$ cat src/rtl/fetch_unit_pkg.sv
// Shared definitions for the instruction fetch unit.
//   - Decoder branch codes (BR_*) driven on the fetch_unit branch input.
//   - NOP_INSTR: word presented to the decoder whenever no fetched
//     instruction is executing.
//   - fetch_state_e: fetch sequencer state encoding.
package fetch_unit_pkg;

    localparam logic [2:0] BR_NONE = 3'b000;
    localparam logic [2:0] BR_NZ   = 3'b001;
    localparam logic [2:0] BR_Z    = 3'b010;
    localparam logic [2:0] BR_JAL  = 3'b011;
    localparam logic [2:0] BR_JALR = 3'b100;

    localparam logic [31:0] NOP_INSTR = 32'h0000_0013;

    typedef enum logic [1:0] {
        ST_IDLE = 2'b00,
        ST_REQ  = 2'b01,
        ST_EXEC = 2'b10,
        ST_TRAP = 2'b11
    } fetch_state_e;

endpackage

$ cat src/rtl/fetch_unit_if.sv
// Instruction-memory read bus between the fetch unit and memory.
//   iaddr       byte address of the requested word
//   imem_req    read request, qualifies iaddr
//   imem_rdata  returned instruction word
//   imem_valid  imem_rdata valid this cycle
// master: fetch unit side; slave: memory side.
interface fetch_unit_if;

    logic [31:0] iaddr;
    logic        imem_req;
    logic [31:0] imem_rdata;
    logic        imem_valid;

    modport master (
        output iaddr,
        output imem_req,
        input  imem_rdata,
        input  imem_valid
    );

    modport slave (
        input  iaddr,
        input  imem_req,
        output imem_rdata,
        output imem_valid
    );

endinterface

$ cat src/rtl/fetch_unit_next_pc.sv
// fetch_next_pc: combinational next-PC selection and alignment check.
//   pc          current instruction address
//   branch      decoder branch code (BR_*)
//   zero        ALU zero flag
//   imm         sign-extended immediate
//   jalr_target rs1+imm from the ALU
//   next_pc     address of the following instruction (modulo 2^32)
//   misalign    next_pc is not word aligned
module fetch_next_pc (
    input  logic [31:0] pc,
    input  logic [2:0]  branch,
    input  logic        zero,
    input  logic [31:0] imm,
    input  logic [31:0] jalr_target,
    output logic [31:0] next_pc,
    output logic        misalign
);
    import fetch_unit_pkg::*;

    logic [31:0] pc_seq;
    logic [31:0] pc_rel;

    assign pc_seq = pc + 32'd4;
    assign pc_rel = pc + imm;

    always_comb begin
        next_pc = pc_seq;
        case (branch)
            BR_Z:    if (zero)  next_pc = pc_rel;
            BR_NZ:   if (!zero) next_pc = pc_rel;
            BR_JAL:  next_pc = pc_rel;
            // jalr clears bit 0 of the target; bit 1 can still misalign
            BR_JALR: next_pc = jalr_target & 32'hFFFF_FFFE;
            default: next_pc = pc_seq;
        endcase
    end

    assign misalign = |next_pc[1:0];

endmodule

$ cat src/rtl/fetch_unit.sv
// fetch_unit: fetch sequencer with PC, instruction latch, misalignment
// trap flag and retired-instruction counter.
//   clk, reset     single clock, synchronous active-high reset
//   imem           instruction-memory bus (master side)
//   idata          instruction presented to the decoder
//   instr_valid    idata is executing this cycle
//   branch, zero, imm, jalr_target   decoder/ALU inputs for next PC
//   pc, pc_plus4   current instruction address and its link value
//   misalign       sticky misaligned control-transfer flag
//   instret        executed instruction count
//
// state | meaning
// IDLE  | one cycle after reset before the first request
// REQ   | reading imem at pc, waiting for imem_valid
// EXEC  | latched word executes for one cycle, pc advances at its end
// TRAP  | misaligned target seen, halted until reset
module fetch_unit #(
    parameter logic [31:0] RESET_PC  = 32'h0000_0000,
    parameter logic [31:0] NOP_INSTR = fetch_unit_pkg::NOP_INSTR
) (
    input  logic               clk,
    input  logic               reset,
    fetch_unit_if.master       imem,
    output logic [31:0]        idata,
    output logic               instr_valid,
    input  logic [2:0]         branch,
    input  logic               zero,
    input  logic [31:0]        imm,
    input  logic [31:0]        jalr_target,
    output logic [31:0]        pc,
    output logic [31:0]        pc_plus4,
    output logic               misalign,
    output logic [31:0]        instret
);
    import fetch_unit_pkg::*;

    fetch_state_e state_q, state_d;
    logic [31:0]  pc_q, pc_d;
    logic [31:0]  instr_q, instr_d;
    logic         misalign_q, misalign_d;
    logic [31:0]  instret_q, instret_d;

    logic [31:0]  next_pc;
    logic         next_misalign;

    fetch_next_pc u_next_pc (
        .pc          (pc_q),
        .branch      (branch),
        .zero        (zero),
        .imm         (imm),
        .jalr_target (jalr_target),
        .next_pc     (next_pc),
        .misalign    (next_misalign)
    );

    always_ff @(posedge clk) begin
        if (reset) begin
            state_q    <= ST_IDLE;
            pc_q       <= RESET_PC;
            instr_q    <= NOP_INSTR;
            misalign_q <= 1'b0;
            instret_q  <= 32'd0;
        end else begin
            state_q    <= state_d;
            pc_q       <= pc_d;
            instr_q    <= instr_d;
            misalign_q <= misalign_d;
            instret_q  <= instret_d;
        end
    end

    always_comb begin
        state_d    = state_q;
        pc_d       = pc_q;
        instr_d    = instr_q;
        misalign_d = misalign_q;
        instret_d  = instret_q;
        case (state_q)
            ST_IDLE: state_d = ST_REQ;
            ST_REQ: begin
                if (imem.imem_valid) begin
                    instr_d = imem.imem_rdata;
                    state_d = ST_EXEC;
                end
            end
            ST_EXEC: begin
                if (next_misalign) begin
                    misalign_d = 1'b1;
                    state_d    = ST_TRAP;
                end else begin
                    pc_d      = next_pc;
                    instret_d = instret_q + 32'd1;
                    state_d   = ST_REQ;
                end
            end
            ST_TRAP: state_d = ST_TRAP;
            default: state_d = ST_IDLE;
        endcase
    end

    assign imem.iaddr    = pc_q;
    assign imem.imem_req = (state_q == ST_REQ);
    assign instr_valid   = (state_q == ST_EXEC);
    assign idata         = (state_q == ST_EXEC) ? instr_q : NOP_INSTR;
    assign pc            = pc_q;
    assign pc_plus4      = pc_q + 32'd4;
    assign misalign      = misalign_q;
    assign instret       = instret_q;

endmodule

$ cat src/flat_wrapper.sv
// flat-port wrapper written by rule: the top's interface ports become plain ports
module fetch_unit_flat import fetch_unit_pkg::*;
#(
    parameter logic [31:0] RESET_PC  = 32'h0000_0000,
    parameter logic [31:0] NOP_INSTR = fetch_unit_pkg::NOP_INSTR
)
  (clk, reset, idata, instr_valid, branch, zero, imm, jalr_target, pc, pc_plus4, misalign, instret, imem_iaddr, imem_imem_req, imem_imem_rdata, imem_imem_valid);
  fetch_unit_if imem_i ();
  input  logic clk;
  input  logic reset;
  output logic [31:0] idata;
  output logic instr_valid;
  input  logic [2:0] branch;
  input  logic zero;
  input  logic [31:0] imm;
  input  logic [31:0] jalr_target;
  output logic [31:0] pc;
  output logic [31:0] pc_plus4;
  output logic misalign;
  output logic [31:0] instret;
  output wire logic [$bits(imem_i.iaddr)-1:0] imem_iaddr;
  output wire logic [$bits(imem_i.imem_req)-1:0] imem_imem_req;
  input wire logic [$bits(imem_i.imem_rdata)-1:0] imem_imem_rdata;
  input wire logic [$bits(imem_i.imem_valid)-1:0] imem_imem_valid;
  assign imem_iaddr = imem_i.iaddr;
  assign imem_imem_req = imem_i.imem_req;
  assign imem_i.imem_rdata = imem_imem_rdata;
  assign imem_i.imem_valid = imem_imem_valid;
  fetch_unit #(.RESET_PC(RESET_PC), .NOP_INSTR(NOP_INSTR)) u_core (.clk(clk), .reset(reset), .imem(imem_i), .idata(idata), .instr_valid(instr_valid), .branch(branch), .zero(zero), .imm(imm), .jalr_target(jalr_target), .pc(pc), .pc_plus4(pc_plus4), .misalign(misalign), .instret(instret));
endmodule
$ cat config.mk
export PLATFORM = sky130hd
export DESIGN_NAME = fetch_unit_flat
export DESIGN_NICKNAME = d
export VERILOG_FILES = /design/src/rtl/fetch_unit_pkg.sv /design/src/rtl/fetch_unit_if.sv /design/src/rtl/fetch_unit_next_pc.sv /design/src/rtl/fetch_unit.sv /design/src/flat_wrapper.sv
export SDC_FILE = /design/constraint.sdc
export NUM_CORES = 1
export LEC_CHECK = 0
export BUFFER_PORTS_ARGS = -buffer_cell sky130_fd_sc_hd__buf_2
export CAP_MARGIN = 20
export CORE_UTILIZATION = 40
export CTS_CLUSTER_DIAMETER = 50
export DETAILED_ROUTE_END_ITERATION = 7
export GPL_TIMING_DRIVEN = 0
export PLACE_DENSITY = 0.65
export SLEW_MARGIN = 10
export SYNTH_ARGS = -nofsm -noshare
export SYNTH_HDL_FRONTEND = slang
export SYNTH_SLANG_ARGS = --single-unit
$ cat constraint.sdc
create_clock -name clk -period 7.05 [get_ports clk]
set_clock_uncertainty 0.05 [all_clocks]
set_input_delay 1.41 -clock clk [delete_from_list [all_inputs] [get_ports clk]]
set_output_delay 1.41 -clock clk [all_outputs]
set_load 0.005 [all_outputs]
### Word-level counts from Yosys, hierarchy flattened

Cells that the tools add are included.

* register bits after elaboration: 99
* input port bits: 103
* logic and storage cells: 29

* add/sub/neg operators: 3
* equality and inequality tests: 8
* muxes and demuxes: 7
* bitwise logic cells: 1
* reductions and logical operators: 5

Operators by type and width (number)
* $pmux 32 s4: 1
* $mux 32: 3
* $add 32x1->32 const B: 1
* $add 32x3->32 const B: 1
* $add 32x32->32: 1
* $pmux 2 s4: 1
* $eq 3x2->1 const B: 2
* $reduce_and 2->1: 3
* $eq 2x2->1 const B: 2
* $mux 2: 2
* $eq 3x1->1 const B: 1
* $eq 3x3->1 const B: 1
* $eq 2x1->1 const B: 1
* $logic_not 2->1: 1
* $ne 2x1->1 const B: 1
* $reduce_or 2->1: 1
* $not 1->1: 1

### Logic depth before layout (Yosys ltp)

* depth after elaboration: 6
* depth in mapped cells: 12
* depth with buffers taken out: 11

### Modules after synthesis

A second synthesis with hierarchy kept.

* cells, all modules: 1024
* area, all modules: 7569.8 um^2

Modules (own cells, without submodules)
* fetch_unit: times used 1, cells an instance 621, area each 4814.6 um^2
* fetch_next_pc: times used 1, cells an instance 403, area each 2755.1 um^2

### Least setup slack after synthesis

No wires, ideal clock.

* kind: input to register
* start: input imm[0]
* end: register u_core.instret_q[10], in the netlist u_core.instret[10]
* setup time: 0.128 ns
* data arrival time: 3.419 ns
* setup slack: 3.453 ns
* stages on the path: 12
* buffers on the path: 1
* cells stage by stage: ha_1 -> inv_1 -> fa_1 -> nor2b_1 -> o32a_2 -> o311ai_4 -> nor3_4 -> and3_4 -> buf_6 -> and3_4 -> xnor2_1 -> nor2_1

* longest elaborated chain between the ends: 6
* elaborated cells between the ends (all ways): 7
* those cells by class: add/sub: 1; mux: 3; bitwise: 1; reduce/logical: 2

RTL lines
* start: declaration: line flat_wrapper.sv:15 `input logic [31:0] imm;`
* $add 32x32->32 *: line fetch_unit_next_pc.sv:24 `assign pc_rel = pc + imm;`
* $mux 32, on equally long branches: line fetch_unit_next_pc.sv:30, fetch_unit_next_pc.sv:29
* $pmux 32 s4 *: line fetch_unit_next_pc.sv:28 `case (branch)`
* $reduce_or 2->1 *: line fetch_unit_next_pc.sv:38 `assign misalign = |next_pc[1:0];`
* $not 1->1 (no source line) *
* $reduce_and 2->1 (no source line) *
* end signal: assignment: line fetch_unit.sv:68 `instret_q <= instret_d;`
* end: declaration: line fetch_unit.sv:41 `logic [31:0] instret_q, instret_d;`

Every way passes the cells marked *; elsewhere a longest branch is shown, timed or not.
A chain may end at the register's enable or synchronous reset.

### Final worst setup path

* start: register u_core.pc_q[2], in the netlist u_core.imem.iaddr[2]
* end: output pc_plus4[26]

* longest elaborated chain between the ends: 1

RTL lines
* start: declaration: line fetch_unit.sv:38 `logic [31:0] pc_q, pc_d;`
* start signal: assignment: line fetch_unit.sv:65 `pc_q <= pc_d;`
* $add 32x3->32: line fetch_unit.sv:106 `assign pc_plus4 = pc_q + 32'd4;`
* end: declaration: line flat_wrapper.sv:18 `output logic [31:0] pc_plus4;`

Every way passes these cells.

==> metrics.txt <==
vias in the first global route 7104; Final Hold Fails 0; final wirelength 24.1 mm; Req. time, crit path 5.59 ns; Final ANT Viol Nets 0; DPL Wire Length 18.4 mm; Worst slew margin 43.6%; All-Layer GR Usage 26.1%; area of the core 17200 sq um; switching part of the total power 30.3%; Syn Nets 1056; share of post-route cells with drive strength above 1 29.0%; DRT Pass-1 Iters 5; WS Path Type flop to primary output; post-CTS sizing 0; Num CTS Buffers 9; Seq/Total Area, Yosys 28.2%; vias per cell 5.33; slew at the pin closest to its max-slew limit 0.847 ns; GR Overflow Total 0; cts hold-fix bufs 0; cell accounting for the most synthesized area dfxtp_1; Setup TNS Final 0 ns; Async S/R FF share, synth 0%; Tmin final 4.39 ns; Antenna Diode Count 0; top-area cell type share of the netlist area 28.2%; dominant synthesized flop cell dfxtp_1; final hold slack 0.402 ns; Mapped Cells 919; endpoints failing setup 0; Pint 0.980 mW; # clock sinks 99; worst endpoint data arrival time 2.93 ns; clock buffer depth 2; Std-Cell Rows 48; Yosys reg bits 99; leakage power 4.32 nW; IO Pins 266; Worst Hold Class flop to flop; GR Util met3 2.78%; post-route cell area 8940 sq um; number of flops mapped to enable cells by yosys 0; met2 Track Usage GR 45.8%; Final Total Pwr 1.40 mW; Synthesis Warnings 0; Vias 7596; Worst VDD drop 0.106 mV; Tcrit/Tclk final 62.3%; residual DRC count 0; outcome finished clean; number of H-tree levels 3; Placed Area 8640 sq um; Netlist cell types 72; P per Cell Area 157 nW/um^2; Area contributors post-synth dfxtp_1 28%, nand2_1 7.1%, ha_1 5.9%, a21oi_1 5.8%, xnor2_1 4.6%; RSZ-0062 raised after global routing false; mapped cell area 7040 sq um; Worst Path Max Fanout 10; CP endpoint kind primary output; Layout area overhead 27.0%; CTS tree yes; PortBufs 264; Sw Pwr 0.425 mW; Clock transition at path regs 0.08 ns; Routed wire per std cell 16.9 um; number of nets in the layout 1331; Die W 135 um; drt first-iter violations 526; Combinational Power Share 20.4%; Fmax 0.228 GHz; CTS root buf clkbuf_16; largest net degree at the start of global routing 18; worst skew pair latency 0.35 ns; die area 18100 sq um; sequential power share 42.9%; first-pass GRT wire length 37.1 mm; count of pins over their slew limit 0; Max Cap Violations 0; Mean Syn Cell Area 7.66 sq um; Placer Congestion 0.913; Clock power frac 36.7%; initial core utilization 40.8%; GRT met1 Usage 33.7%; Most Crowded Layer GR met2; crit start category flop; initial antenna violation count 0; Post-CTS Setup Bufs 0; Die Ht 135 um
path summary, 6_finish.rpt:
kind,from,end,slack [ns],depth (start not counted)
min reg2reg,u_core.instr_q[9],u_core.instr_q[9],0.40,2
max,u_core.imem.iaddr[2],pc_plus4[26],2.66,6
min,u_core.instr_q[9],u_core.instr_q[9],0.40,2
max reg2reg,u_core.imem.iaddr[7],u_core.imem.iaddr[30],3.79,8
metal layers:
layer	share of wire, %	wire [um]
met5	0	0
met4	1.3	315
met3	6.3	1530
met2	48	11600
met1	44	10600
metrics by stage:
stage | setup WS, ns | utilization [%] | std cells
2_1_floorplan | 3.45 | - | 919
3_3_place_gp | 2.89 | 50.1 | 1408
3_5_place_dp | 2.92 | 50.1 | 1408
4_1_cts | 2.73 | 51.9 | 1424
5_1_grt | 2.56 | 51.9 | 1424
6_report | 2.66 | 51.9 | 1424
power by group through the flow:
stage | clock (mW) | combinational (mW) | sequential (mW)
5_1_grt | 0.547 | 0.316 | 0.605
4_1_cts | 0.526 | 0.285 | 0.603
2_1_floorplan | 0 | 0.173 | 0.609
3_3_place_gp | 0 | 0.283 | 0.615
3_5_place_dp | 0 | 0.283 | 0.616
6_report | 0.516 | 0.286 | 0.603
worst max-delay path: stages (launching register included):
cell and delay, ns:
dfxtp_1 0.58, ha_1 0.37, nand3_1 0.27, nor4_2 0.70, nand4_1 0.19, xnor2_1 0.29
buf_2 0.18
sequential cells by signal (all words and copies together), names as in the netlist:
| register | flops |
|---|---|
| u_core.instret | 32 |
| u_core.state_q | 2 |
| u_core.misalign | 1 |
| u_core.imem.iaddr | 32 |
| u_core.instr_q | 32 |
kinds of logic (layout without fill, tap and decap cells):
kind of cell / count (synthesis) / count (layout) / share of synthesized area [%]
buffers and inverters: 101 / 381 / 7.57
AO/OA/AOI/OAI: 219 / 219 / 20.0
XOR/XNOR: 71 / 71 / 8.94
multiplexers: 9 / 9 / 1.30
AND/OR/NAND/NOR: 386 / 386 / 27.9
adder cells (fa/ha/maj): 34 / 34 / 6.15
flip-flops: 99 / 99 / 28.2
cells in the final DEF, fill, tap and decap left out, drive strengths merged, types with 10 or more instances in the layout:
master	instances
buf	310
nand2	134
dfxtp	99
a21oi	82
nor2	78
clkbuf	46
o21ai	45
xnor2	38
xor2	33
ha	33
nand3	33
and2	32
inv	21
nand4	21
nor3	20
and3	16
a221oi	15
nor4	11
nor2b	10
a21o	10
cell type report:
| cell class | instances | area [sq um] |
|---|---|---|
| inverter | 19 | 71.3 |
| clock inverter | 6 | 71.3 |
| fill | 1721 | 8300 |
| tap | 225 | 282 |
| multi-input combinational | 719 | 4520 |
| clock buffer | 10 | 229 |
| buffer | 82 | 462 |
| timing repair buffer | 264 | 1320 |
| sequential | 99 | 1980 |
Yosys cell counts (4+ instances only):
library cell / instances
ha_1: 33
nand3_1: 32
a221oi_1: 15
buf_2: 9
a31oi_1: 8
nor2b_1: 10
a21oi_1: 82
nand4_1: 19
nand2b_1: 5
xor2_1: 33
xnor2_1: 37
o21ai_0: 42
mux2i_1: 8
nand2_1: 133
o31ai_1: 7
a21o_1: 10
nor3_1: 18
and4_1: 7
a221o_1: 4
dfxtp_1: 99
buf_4: 34
and2_1: 32
or3_1: 7
and3_1: 13
nor4_1: 7
o21a_1: 7
a22oi_1: 8
nor2_1: 78
clkbuf_1: 36
inv_1: 19
Power figures use the tool's default switching activity.
